--- src/rtl/ast_dmx_package.sv ---
// Shared types for the Avalon-ST direction classifier: FSM state encoding and
// the per-channel lookup table entry.
package ast_dmx_package;

  typedef enum logic [1:0] {
    ST_IDLE = 2'd0,
    ST_FWD  = 2'd1,
    ST_DROP = 2'd2
  } cls_state_e;

  // Entries carry the widest supported direction select; narrower configs zero-extend.
  localparam int unsigned DIR_W_MAX = 8;

  typedef struct packed {
    logic                 en;
    logic [DIR_W_MAX-1:0] dir;
  } tbl_entry_t;

  function automatic tbl_entry_t mk_entry(input logic en, input logic [DIR_W_MAX-1:0] dir);
    tbl_entry_t e;
    e.en  = en;
    e.dir = dir;
    return e;
  endfunction

endpackage

--- src/rtl/ast_dir_cls_tbl.sv ---
// Channel-to-direction lookup table: synchronous write, combinational read,
// all entries cleared (en=0) by reset.
module ast_dir_cls_tbl
  import ast_dmx_package::*;
#(
  parameter int CHANNEL_WIDTH = 8,
  parameter int DIR_SEL_WIDTH = 2
) (
  input  logic                     clk_i,
  input  logic                     rst_ni,
  input  logic                     wr_i,
  input  logic [CHANNEL_WIDTH-1:0] wr_idx_i,
  input  logic [DIR_SEL_WIDTH-1:0] wr_dir_i,
  input  logic                     wr_en_i,
  input  logic [CHANNEL_WIDTH-1:0] rd_idx_i,
  output tbl_entry_t               rd_entry_o
);

  localparam int unsigned DEPTH = 2 ** CHANNEL_WIDTH;

  tbl_entry_t mem_r [DEPTH];

  // Table storage; a read in the write cycle still returns the old entry.
  always_ff @(posedge clk_i or negedge rst_ni) begin
    if (!rst_ni) begin
      for (int i = 0; i < int'(DEPTH); i++) begin
        mem_r[i] <= '0;
      end
    end else if (wr_i) begin
      mem_r[wr_idx_i] <= mk_entry(wr_en_i, DIR_W_MAX'(wr_dir_i));
    end
  end

  assign rd_entry_o = mem_r[rd_idx_i];

endmodule

--- src/rtl/ast_dir_cls.sv ---
// Avalon-ST direction classifier: looks up each packet's channel at sop, forwards
// mapped packets through one output register with a stable dir_o, drops the rest.
module ast_dir_cls
  import ast_dmx_package::*;
#(
  parameter int DATA_WIDTH    = 64,
  parameter int EMPTY_WIDTH   = $clog2(DATA_WIDTH/8),
  parameter int CHANNEL_WIDTH = 8,
  parameter int TX_DIR        = 4,
  parameter int DIR_SEL_WIDTH = (TX_DIR == 1) ? 1 : $clog2(TX_DIR),
  parameter int CNT_WIDTH     = 16
) (
  input  logic                     clk_i,
  input  logic                     rst_ni,
  input  logic [DATA_WIDTH-1:0]    ast_data_i,
  input  logic                     ast_startofpacket_i,
  input  logic                     ast_endofpacket_i,
  input  logic                     ast_valid_i,
  input  logic [EMPTY_WIDTH-1:0]   ast_empty_i,
  input  logic [CHANNEL_WIDTH-1:0] ast_channel_i,
  output logic                     ast_ready_o,
  output logic [DATA_WIDTH-1:0]    ast_data_o,
  output logic                     ast_startofpacket_o,
  output logic                     ast_endofpacket_o,
  output logic                     ast_valid_o,
  output logic [EMPTY_WIDTH-1:0]   ast_empty_o,
  output logic [CHANNEL_WIDTH-1:0] ast_channel_o,
  input  logic                     ast_ready_i,
  output logic [DIR_SEL_WIDTH-1:0] dir_o,
  input  logic                     cfg_wr_i,
  input  logic [CHANNEL_WIDTH-1:0] cfg_chan_i,
  input  logic [DIR_SEL_WIDTH-1:0] cfg_dir_i,
  input  logic                     cfg_en_i,
  output logic [CNT_WIDTH-1:0]     drop_cnt_o,
  output logic [CNT_WIDTH-1:0]     err_cnt_o
);

  cls_state_e               state_r, state_nxt_s;
  tbl_entry_t               lk_entry_s;
  logic                     tbl_unused_s;
  logic                     rdy_en_r;
  logic                     ready_s;
  logic                     accept_s;
  logic                     load_s;
  logic                     load_dir_s;
  logic                     drop_inc_s;
  logic                     err_inc_s;
  logic [DATA_WIDTH-1:0]    data_r;
  logic                     sop_r;
  logic                     eop_r;
  logic                     valid_r;
  logic [EMPTY_WIDTH-1:0]   empty_r;
  logic [CHANNEL_WIDTH-1:0] chan_r;
  logic [DIR_SEL_WIDTH-1:0] dir_r;
  logic [CNT_WIDTH-1:0]     drop_cnt_r;
  logic [CNT_WIDTH-1:0]     err_cnt_r;

  ast_dir_cls_tbl #(
    .CHANNEL_WIDTH (CHANNEL_WIDTH),
    .DIR_SEL_WIDTH (DIR_SEL_WIDTH)
  ) u_tbl (
    .clk_i      (clk_i),
    .rst_ni     (rst_ni),
    .wr_i       (cfg_wr_i),
    .wr_idx_i   (cfg_chan_i),
    .wr_dir_i   (cfg_dir_i),
    .wr_en_i    (cfg_en_i),
    .rd_idx_i   (ast_channel_i),
    .rd_entry_o (lk_entry_s)
  );

  // Bits above DIR_SEL_WIDTH are always zero in the table.
  assign tbl_unused_s = ^lk_entry_s;

  // Upstream ready: held low until the first edge after reset, always open in DROP.
  always_comb begin
    ready_s = 1'b0;
    if (!rdy_en_r) begin
      ready_s = 1'b0;
    end else if (state_r == ST_DROP) begin
      ready_s = 1'b1;
    end else begin
      ready_s = !valid_r || ast_ready_i;
    end
  end

  assign accept_s = ast_valid_i && ready_s;

  // Next-state and per-beat actions.
  always_comb begin
    state_nxt_s = state_r;
    load_s      = 1'b0;
    load_dir_s  = 1'b0;
    drop_inc_s  = 1'b0;
    err_inc_s   = 1'b0;
    case (state_r)
      ST_IDLE: begin
        if (accept_s) begin
          if (ast_startofpacket_i) begin
            if (lk_entry_s.en) begin
              load_s      = 1'b1;
              load_dir_s  = 1'b1;
              state_nxt_s = ast_endofpacket_i ? ST_IDLE : ST_FWD;
            end else begin
              drop_inc_s  = 1'b1;
              state_nxt_s = ast_endofpacket_i ? ST_IDLE : ST_DROP;
            end
          end else begin
            err_inc_s = 1'b1;
          end
        end else begin
          state_nxt_s = ST_IDLE;
        end
      end
      ST_FWD: begin
        if (accept_s) begin
          load_s      = 1'b1;
          err_inc_s   = ast_startofpacket_i;
          state_nxt_s = ast_endofpacket_i ? ST_IDLE : ST_FWD;
        end else begin
          state_nxt_s = ST_FWD;
        end
      end
      ST_DROP: begin
        if (accept_s && ast_endofpacket_i) begin
          state_nxt_s = ST_IDLE;
        end else begin
          state_nxt_s = ST_DROP;
        end
      end
      default: begin
        state_nxt_s = ST_IDLE;
      end
    endcase
  end

  // FSM state and post-reset ready enable.
  always_ff @(posedge clk_i or negedge rst_ni) begin
    if (!rst_ni) begin
      state_r  <= ST_IDLE;
      rdy_en_r <= 1'b0;
    end else begin
      state_r  <= state_nxt_s;
      rdy_en_r <= 1'b1;
    end
  end

  // Output register; dir only moves on a packet-opening sop so it spans the packet.
  always_ff @(posedge clk_i or negedge rst_ni) begin
    if (!rst_ni) begin
      valid_r <= 1'b0;
      data_r  <= '0;
      sop_r   <= 1'b0;
      eop_r   <= 1'b0;
      empty_r <= '0;
      chan_r  <= '0;
      dir_r   <= '0;
    end else if (load_s) begin
      valid_r <= 1'b1;
      data_r  <= ast_data_i;
      sop_r   <= ast_startofpacket_i;
      eop_r   <= ast_endofpacket_i;
      empty_r <= ast_empty_i;
      chan_r  <= ast_channel_i;
      if (load_dir_s) begin
        dir_r <= lk_entry_s.dir[DIR_SEL_WIDTH-1:0];
      end
    end else if (ast_ready_i) begin
      valid_r <= 1'b0;
    end
  end

  // Saturating drop and error counters.
  always_ff @(posedge clk_i or negedge rst_ni) begin
    if (!rst_ni) begin
      drop_cnt_r <= '0;
      err_cnt_r  <= '0;
    end else begin
      if (drop_inc_s && (drop_cnt_r != {CNT_WIDTH{1'b1}})) begin
        drop_cnt_r <= drop_cnt_r + CNT_WIDTH'(1);
      end
      if (err_inc_s && (err_cnt_r != {CNT_WIDTH{1'b1}})) begin
        err_cnt_r <= err_cnt_r + CNT_WIDTH'(1);
      end
    end
  end

  assign ast_ready_o         = ready_s;
  assign ast_valid_o         = valid_r;
  assign ast_data_o          = data_r;
  assign ast_startofpacket_o = sop_r;
  assign ast_endofpacket_o   = eop_r;
  assign ast_empty_o         = empty_r;
  assign ast_channel_o       = chan_r;
  assign dir_o               = dir_r;
  assign drop_cnt_o          = drop_cnt_r;
  assign err_cnt_o           = err_cnt_r;

endmodule

--- config.mk ---
export PLATFORM = sky130hd
export DESIGN_NAME = ast_dir_cls
export DESIGN_NICKNAME = d
export VERILOG_FILES = /design/src/rtl/ast_dmx_package.sv /design/src/rtl/ast_dir_cls_tbl.sv /design/src/rtl/ast_dir_cls.sv
export SDC_FILE = /design/constraint.sdc
export NUM_CORES = 1
export LEC_CHECK = 0
export CELL_PAD_IN_SITES_DETAIL_PLACEMENT = 1
export CELL_PAD_IN_SITES_GLOBAL_PLACEMENT = 2
export CORE_AREA = 4 4 301 333
export DETAILED_ROUTE_END_ITERATION = 16
export DIE_AREA = 0 0 305 337
export PLACE_DENSITY = 0.84
export REMOVE_ABC_BUFFERS = 1
export SYNTH_ARGS = -nofsm -noshare
export SYNTH_HDL_FRONTEND = slang
export SYNTH_SLANG_ARGS = --single-unit
--- constraint.sdc ---
create_clock -name clk_i -period 4 [get_ports clk_i]
set_clock_uncertainty 0.1 [all_clocks]
set_input_delay 1 -clock clk_i [delete_from_list [all_inputs] [get_ports clk_i]]
set_output_delay 1 -clock clk_i [all_outputs]
set_load 0.005 [all_outputs]
Word level (Yosys, flattened, before mapping). Cells that the tools add are included.

Bits in registers: 2419. Input bits: 93. Logic and storage cells: 577.

$add $sub $neg: 2. Magnitude comparators: 3. Eq/ne operators: 5. Multiplexer cells: 32. Bitwise logic cells: 2. Reductions and logical operators: 10.

Operators with widths (number): $bwmux 2304 (1); $bmux 9 s8 (1); $demux 9 s8 (1); $add 16x1->16 const B (2); $ne 16x16->1 const B (2); $mux 9 (3); $ge 9x9->1 const B (2); $mux 1 (18); $not 8->9 (2); $mux 2 (5); $lt 9x1->1 const B (1); $pmux 2 s3 (1); $logic_and 1x1->1 (5); $pmux 1 s2 (2); $ne 3x3->1 const B (1); $eq 2x1->1 const B (1); $eq 2x2->1 const B (1); $logic_not 2->1 (1); $reduce_and 2->1 (1); $reduce_bool 2->1 (1); $logic_not 1->1 (1); $logic_or 1x1->1 (1).

Longest topological paths before layout. Gate-level depths: netlist of run 1.

Word-level depth: 9. Depth in mapped cells: 15. Depth with buffers taken out: 8.

Modules after synthesis. From an unflattened synthesis of run 1, not the netlist that was laid out.

Cells, all modules: 2828. Area, all modules: 41199.5 um^2.

By module, submodules not included: ast_dir_cls_tbl (times used 1, cells each 2505, area each 36533.8 um^2, sequential area each 19218.4 um^2); ast_dir_cls (times used 1, cells each 323, area each 4665.7 um^2, sequential area each 2877.8 um^2).

Worst setup path before layout of run 1. Ideal clock, no wire load.

Path kind: input-to-reg. Start point: input port ast_channel_i[0]. End point: register dir_r[1], in the netlist dir_o[1]. Setup time: 0.125 ns. Arrival time: 3.647 ns. Required time: 3.775 ns. Setup slack: 0.128 ns. Stages on the path: 14. Buffers on the path: 8. Cell sequence: buf_6 > buf_12 > buf_12 > buf_12 > buf_12 > buf_8 > buf_6 > buf_2 > mux4_2 > a221oi_1 > o22ai_1 > nor3_2 > o221ai_1 > mux2_2.

Word-level cells in the longest chain between the ends: 9. Elaborated cells between the ends (all ways): 10. Classes of those cells: mux (8); bitwise (1); reduce/logical (1).

Ends and longest elaborated chain: start, declared (RTL line ast_dir_cls.sv:20) `input logic [CHANNEL_WIDTH-1:0] ast_channel_i,`; $not 8->9 (implied by the code) * (RTL line ast_dir_cls_tbl.sv:34) `assign rd_entry_o = mem_r[rd_idx_i];`; $bmux 9 s8 * (RTL line ast_dir_cls_tbl.sv:34); $mux 9 (implied by the code) * (2 in a row) (RTL line ast_dir_cls_tbl.sv:34); $mux 1 (RTL line ast_dir_cls.sv:100) `if (lk_entry_s.en) begin`; $mux 1 (RTL line ast_dir_cls.sv:99) `if (ast_startofpacket_i) begin`; $mux 1 (RTL line ast_dir_cls.sv:98) `if (accept_s) begin`; $pmux 1 s2 / $mux 1 (equally long branches) (RTL line ast_dir_cls.sv:96) `case (state_r)`; $reduce_and 2->1 (no line); end signal, assigned (RTL line ast_dir_cls.sv:166) `dir_r <= lk_entry_s.dir[DIR_SEL_WIDTH-1:0];`; end, declared (RTL line ast_dir_cls.sv:54) `logic [DIR_SEL_WIDTH-1:0] dir_r;`.

Mark *: on every way between the ends. The rest lies on a longest branch, timed or not. The select of a mux whose other input is x is not followed. A chain may end at the register's enable or synchronous reset.

Final worst setup path of run 1.
Start point: input port ast_channel_i[0]. End point: register drop_cnt_r[8], in the netlist drop_cnt_o[8].

Word-level cells in the longest chain between the ends: 9.

Ends and longest elaborated chain: $not 8->9 (implied by the code) (RTL line ast_dir_cls_tbl.sv:34); $bmux 9 s8 (RTL line ast_dir_cls_tbl.sv:34); $mux 9 (implied by the code) (2 in a row) (RTL line ast_dir_cls_tbl.sv:34); $mux 1 (RTL line ast_dir_cls.sv:100); $mux 1 (RTL line ast_dir_cls.sv:99); $mux 1 (RTL line ast_dir_cls.sv:98); $mux 1 (RTL line ast_dir_cls.sv:96); $logic_and 1x1->1 (RTL line ast_dir_cls.sv:179) `if (drop_inc_s && (drop_cnt_r != {CNT_WIDTH{1'b1}})) begin`; end signal, assigned (RTL line ast_dir_cls.sv:180) `drop_cnt_r <= drop_cnt_r + CNT_WIDTH'(1);`; end, declared (RTL line ast_dir_cls.sv:55) `logic [CNT_WIDTH-1:0] drop_cnt_r;`.

Every way passes these cells. The select of a mux whose other input is x is not followed.

==> run summary, run 1 <==
RSZ-0062 raised after global routing -> no
Crit path max-delay family -> buffers and inverters
Worst-Margin Slew -> 1.08 ns
Final Instance Count excl. Fillers -> 4,718
Synth cell types -> 73
Slowest library cell on the worst path -> a2111oi_4
Clk_lat worst skew -> 0.70 ns
Drt total wl -> 133,000 um
Drt wl/cell -> 28.3 um
Pre-CTS WS -> -0.340 ns
Period utilization -> 0.945
Final min period -> 3.78 ns
Initial antenna violation count -> 4
Post-cts gate resize count -> 0
First-pass GRT wire length -> 204,000 um
Area of the multi-input gates -> 18,900 um^2
Max Cap Viol -> 0
FMAX -> 265 MHz
Critical path fanouts, max -> 21
H-Tree Depth -> 3
Starting Density -> 0.437
All-layer global routing usage -> 0.257
Post-DP Area -> 47,400 um^2
Ports -> 206
Crit-path cells -> buf_8 -> buf_4 -> and2b_1 -> a22oi_1 -> nand3_1 -> a41oi_1 -> buf_4 -> a2111oi_4 -> buf_4 -> nand2_1 -> buf_4 -> nor3_1 -> xor2_1
CTS tree -> yes
ANT cells -> 0
Die ar. -> 103,000 um^2
Post-synth ARST share -> 1.00
Seq/Total Area, Yosys -> 0.522
Cell repeated most along the worst path -> buf_4
Drt pass-1 iters -> 5
Post CTS Setup Buffer Count -> 0
Area delta synth->final -> 19.6%
Hold Fails Final Rpt -> 0
Filler Cell Count -> 9,316
Vias in the first global route -> 31.8k
Hold_ws -> 0.296 ns
Synth Instances -> 3,038
CTS buffer count -> 93
Final Cell Area -> 50,600 um^2
Core box area -> 96,800 um^2
Final Setup Violations -> 0
Max VDD drop -> 0.303 mV
CP Launch Type -> input pin
Post-CTS Hold Buffers -> 0
Clock slew at reported path FFs -> 0.06 ns
Mapped cell area -> 42,300 um^2
Reg2reg start -> u_tbl.mem_r[2015]
Top FF cell, synth -> dfrtp_1
TritonCTS Sinks -> 883
Clock buffer depth -> 3
Final ANT Viol Nets -> 0
Nets -> 3,457
GRT Residual Overflow -> 0
Worst setup margin -> 0.220 ns
# rows -> 120
Drt drc -> 0
Die H -> 337 um
Port Buffers -> 205
Worst stage delay on the critical path -> 0.66 ns
Vias/cell -> 6.05
Total negative setup slack -> 0 ns
Launch point of the worst path -> ast_channel_i[0]
Cells after DPL -> 4,548
Max-slew violations -> 0
Die Width -> 305 um
Slew HR -> 0.280
Worst EP required -> 4.48 ns
Largest net degree at the start of global routing -> 119
P_leak -> 23.7 nW
Arr. time, crit path -> 4.26 ns
HP Class -> in -> async
GP Congestion -> 0.900
Synth Warn # -> 0
Status -> finished, final reports clean
Layout cells sized above 1 -> 0.403
CP Buf/Inv Count -> 5
Post-synth EDFFs -> 0
Synthesized flop and latch total -> 883
Power Dens Cells -> 423 nW/um^2
DR vias -> 28.5k
Crit end category -> flip-flop
Dpl hpwl -> 90,700 um
Sequential cell area -> 22,100 um^2
Final core occ -> 0.523
Iter 0 DRT Violations -> 1,984
Avg Cell Area, Syn -> 13.9 um^2
CTS root buf -> clkbuf_16
Crit Path Class -> in -> reg
Total power -> 21.4 mW
-- logic make-up after synthesis --
| logic type | share of synthesized area |
|---|---|
| multiplexers | 0.314 |
| flip-flops | 0.522 |
| AND/OR/NAND/NOR | 0.0621 |
| AO/OA/AOI/OAI | 0.0614 |
| buffers and inverters | 0.0341 |
| XOR/XNOR | 0.00621 |
| adder cells (fa/ha/maj) | 0.000591 |
| other | 0.0000886 |
-- registers in the layout (all words and copies together), names as in the netlist, 2 cells and up --
name and cells:
u_tbl.mem_r 768, ast_data_o 64, drop_cnt_o 16, err_cnt_o 16, ast_channel_o 8, ast_empty_o 3, dir_o 2, state_r 2
-- cells in the final DEF (no fill, tap or decap), types with 19 or more instances in the layout --
master,synthesis,layout
nand2_1,286,286
mux2_2,775,775
nor2_1,38,37
nand2b_1,20,20
dfrtp_1,883,883
a32o_1,74,74
clkdlybuf4s50_1,0,198
clkbuf_8,0,26
nor3_1,51,39
and3_1,83,83
buf_12,9,47
a22oi_1,25,25
clkbuf_1,170,22
mux2i_1,48,48
a221oi_1,19,19
mux4_2,134,134
a22o_1,25,25
clkbuf_16,0,94
mux4_1,38,38
a211o_1,75,75
buf_4,7,230
-- Yosys cell counts, drive strengths merged, types with 15 or more instances --
| library cell | count | share of area |
|---|---|---|
| a211o | 75 | 0.016 |
| a21oi | 18 | 0.0021 |
| a221oi | 22 | 0.0050 |
| a22o | 25 | 0.0052 |
| a22oi | 25 | 0.0044 |
| a32o | 74 | 0.017 |
| and3 | 83 | 0.012 |
| buf | 77 | 0.017 |
| clkbuf | 173 | 0.016 |
| dfrtp | 883 | 0.52 |
| mux2 | 775 | 0.21 |
| mux2i | 48 | 0.011 |
| mux4 | 174 | 0.096 |
| nand2 | 286 | 0.025 |
| nand2b | 20 | 0.0030 |
| nand3 | 18 | 0.0021 |
| nor2 | 38 | 0.0034 |
| nor3 | 53 | 0.0065 |
| o21ai | 15 | 0.0019 |
| o22ai | 19 | 0.0030 |
| xor2 | 17 | 0.0035 |
-- worst paths after layout --
| kind | end | slack [ns] | cells after the start |
|---|---|---|---|
| setup / recovery | drop_cnt_o[8] | 0.22 | 13 |
| min in group clk_i | err_cnt_o[5] | 0.40 | 1 |
| hold / removal | ast_data_o[10] | 0.30 | 1 |
| hold reg to reg | err_cnt_o[5] | 0.40 | 1 |
| setup reg to reg | drop_cnt_o[8] | 0.67 | 10 |
| max in group asynchronous | u_tbl.mem_r[1198] | 2.36 | 2 |
-- final cells by class --
type | instances | share of cell area
timing repair buffer | 482 | 0.0935
sequential | 883 | 0.436
multi-input combinational | 1891 | 0.374
clock inverter | 28 | 0.00867
tap | 1281 | 0.0317
inverter | 11 | 0.000815
clock buffer | 142 | 0.0551
-- where the power goes --
group	switching (mW)	internal, mW	total [mW]
Clock	3.74	5.41	9.15
Sequential	0.334	9.41	9.74
Combinational	1.30	1.21	2.51
Total	5.37	16.0	21.4
-- per-layer routing --
layer,wire length (um),GRT usage,vias to the layer above
met4,5410,0.0993,4
met5,23,0,-
li1,-,-,12100
met2,65800,0.442,852
met3,6720,0.0379,261
met1,55500,0.331,15300
Note: power is estimated with default switching activity, not from simulation.
==> run 2, diff against run 1 <==
- CORE_AREA: 4 4 301 333 -> 4 4 337 372
- DIE_AREA: 0 0 305 337 -> 0 0 341 376
- PLACE_DENSITY: 0.84 -> 0.7
==> run 2 against run 1 <==
Against the previous run:
- die area is 25% higher
- combinational power barely moved
- sequential power about the same
- non-clock buffer count is the same
- critical path depth grew 1
- clock-buffer cell count down 3
- clock power barely moved
- worst setup slack got worse by 0.0075 ns
- critical path type unchanged
- largest cell class unchanged
- largest power group unchanged
- highest routed layer is now met4
==> run summary, run 2 (synthesis gave the netlist of run 1 again) <==
Status -> finished, final reports clean
Crit path max-delay family -> buffers and inverters
Largest net degree at the start of global routing -> 117 (-1.7%)
Ports -> 206 (unchanged)
Vias/cell -> 5.55 (-8.3%)
Worst stage delay on the critical path -> 0.34 ns (-0.32 ns)
Critical path fanouts, max -> 16 (-24%)
Hold_ws -> 0.197 ns (-0.0994 ns)
Die H -> 376 um (+12%)
Clk_lat worst skew -> 0.68 ns (-0.02 ns)
# rows -> 134 (+12%)
Max-slew violations -> 0 (unchanged)
Core box area -> 121,000 um^2 (+25%)
Starting Density -> 0.349 (-0.0879)
Drt drc -> 0 (unchanged)
Worst EP required -> 4.49 ns (about the same)
Post CTS Setup Buffer Count -> 0 (unchanged)
CP Launch Type -> input pin
Max Cap Viol -> 0 (unchanged)
First-pass GRT wire length -> 206,000 um (+1.1%)
Worst-Margin Slew -> 0.877 ns (-0.203 ns)
Area delta synth->final -> 20.8%
Post-CTS Hold Buffers -> 0 (unchanged)
Crit-path cells -> buf_8 -> buf_4 -> buf_4 -> and2b_1 -> a22oi_1 -> nand3_1 -> a41oi_1 -> buf_4 -> a2111oi_4 -> buf_12 -> buf_4 -> nand3_1 -> nor3b_1 -> xor2_1
Most frequent cells in the layout -> 883 x dfrtp_1, 775 x mux2_2, 286 x nand2_1
Post-cts gate resize count -> 0 (unchanged)
GRT Residual Overflow -> 0 (unchanged)
Arr. time, crit path -> 4.27 ns (about the same)
Final min period -> 3.79 ns (+0.00750 ns)
Initial antenna violation count -> 0 (-4)
Max reg flops -> 768 (unchanged)
Period utilization -> 0.947 (+0.00188)
Vias in the first global route -> 31.3k (-1.6%)
CTS tree -> yes
HP Class -> in -> async
Cell repeated most along the worst path -> buf_4
Power Dens Cells -> 419 nW/um^2 (-0.91%)
Crit Path Class -> in -> reg
CTS buffer count -> 94 (+1.1%)
DR vias -> 28.1k (-1.5%)
Layout cells sized above 1 -> 0.405 (+0.00157)
Clock slew at reported path FFs -> 0.06 ns (about the same)
Drt pass-1 iters -> 7 (+2)
Drt total wl -> 136,000 um (+1.9%)
CP Buf/Inv Count -> 6 (+1)
H-Tree Depth -> 3 (unchanged)
Final Setup Violations -> 0 (unchanged)
Largest Register -> u_tbl.mem_r
Crit end category -> flip-flop
Drt wl/cell -> 26.8 um (-5.1%)
RSZ-0062 raised after global routing -> no
P_leak -> 23.8 nW (+0.11%)
Die Width -> 341 um (+12%)
Final ANT Viol Nets -> 0 (unchanged)
Clock buffer depth -> 3 (unchanged)
Commonest non-fill, non-tap cell in the layout -> dfrtp_1
Nets -> 3,458 (+0.029%)
All-layer global routing usage -> 0.210 (-0.0475)
Max VDD drop -> 0.301 mV (-0.62%)
TritonCTS Sinks -> 883 (unchanged)
Final core occ -> 0.422 (-0.101)
CTS root buf -> clkbuf_16
Dpl hpwl -> 95,100 um (+4.8%)
Die ar. -> 128,000 um^2 (+25%)
Filler Cell Count -> 12.2k (+31%)
Hold Fails Final Rpt -> 0 (unchanged)
Port Buffers -> 205 (unchanged)
Iter 0 DRT Violations -> 1,581 (-20%)
Slowest library cell on the worst path -> a2111oi_4
FMAX -> 264 MHz (-0.20%)
GP Congestion -> 0.825 (-8.3%)
Slew HR -> 0.415 (+0.135)
## run 2: layer usage
metal	GRT usage	up-vias	share of wire
met5	0	-	0
met4	0.0637	0	0.026
met3	0.0320	186	0.043
met2	0.368	655	0.50
met1	0.268	15200	0.43
li1	-	12100	-
## run 2: worst paths after layout
check | startpoint | to | slack [ns] | cells past startpoint
min in group clk_i | drop_cnt_o[13] | drop_cnt_o[13] | 0.40 | 1
setup reg to reg | u_tbl.mem_r[1898] | drop_cnt_o[11] | 0.89 | 10
max in group asynchronous | rst_ni | u_tbl.mem_r[2015] | 2.44 | 3
setup / recovery | ast_channel_i[0] | drop_cnt_o[11] | 0.21 | 14
hold reg to reg | drop_cnt_o[13] | drop_cnt_o[13] | 0.40 | 1
hold / removal | rst_ni | u_tbl.mem_r[1053] | 0.20 | 1
## run 2: worst register-to-register path, cell delays in order (launching register included)
cell and delay (ns):
dfrtp_1 0.38, mux4_1 0.57, a22o_1 0.21, o21ai_1 0.11, o21ai_1 0.16, a2111oi_4 0.45
buf_12 0.18, buf_4 0.14, nand3_1 0.22, nor3b_1 0.30, xor2_1 0.19
## run 2: stage by stage
step / setup WS (ns) / cell area (um^2) / setup TNS (ns) / instances / total power [mW]
3_3_place_gp: -0.426 / 47900 / -27.19 / 4899 / 12.3
6_report: 0.212 / 51100 / 0 / 5069 / 21.4
3_5_place_dp: -0.419 / 47900 / -31.05 / 4899 / 12.4
2_1_floorplan: -1.91 / 40900 / -144.45 / 2785 / 10.8
5_1_grt: 0.0684 / 51100 / 0 / 5068 / 22.3
4_1_cts: 0.302 / 51100 / 0 / 5068 / 21.7
## run 2: report_power, final
| group | internal, mW | leakage [nW] | switching [mW] |
|---|---|---|---|
| Clock | 5.46 | 1.59 | 3.72 |
| Combinational | 1.20 | 10.4 | 1.31 |
| Sequential | 9.41 | 11.8 | 0.321 |
## run 2: final cells by class
class | count | area, um^2 | share of cell area
multi-input cells | 1891 | 18900 | 0.370
inverters | 11 | 41.3 | 0.000808
clock inverters | 30 | 412 | 0.00805
diodes | 1 | 2.50 | 0.0000489
repair buffers | 482 | 4780 | 0.0935
well taps | 1632 | 2040 | 0.0399
clock buffers | 139 | 2820 | 0.0552
flip-flops and latches | 883 | 22100 | 0.432
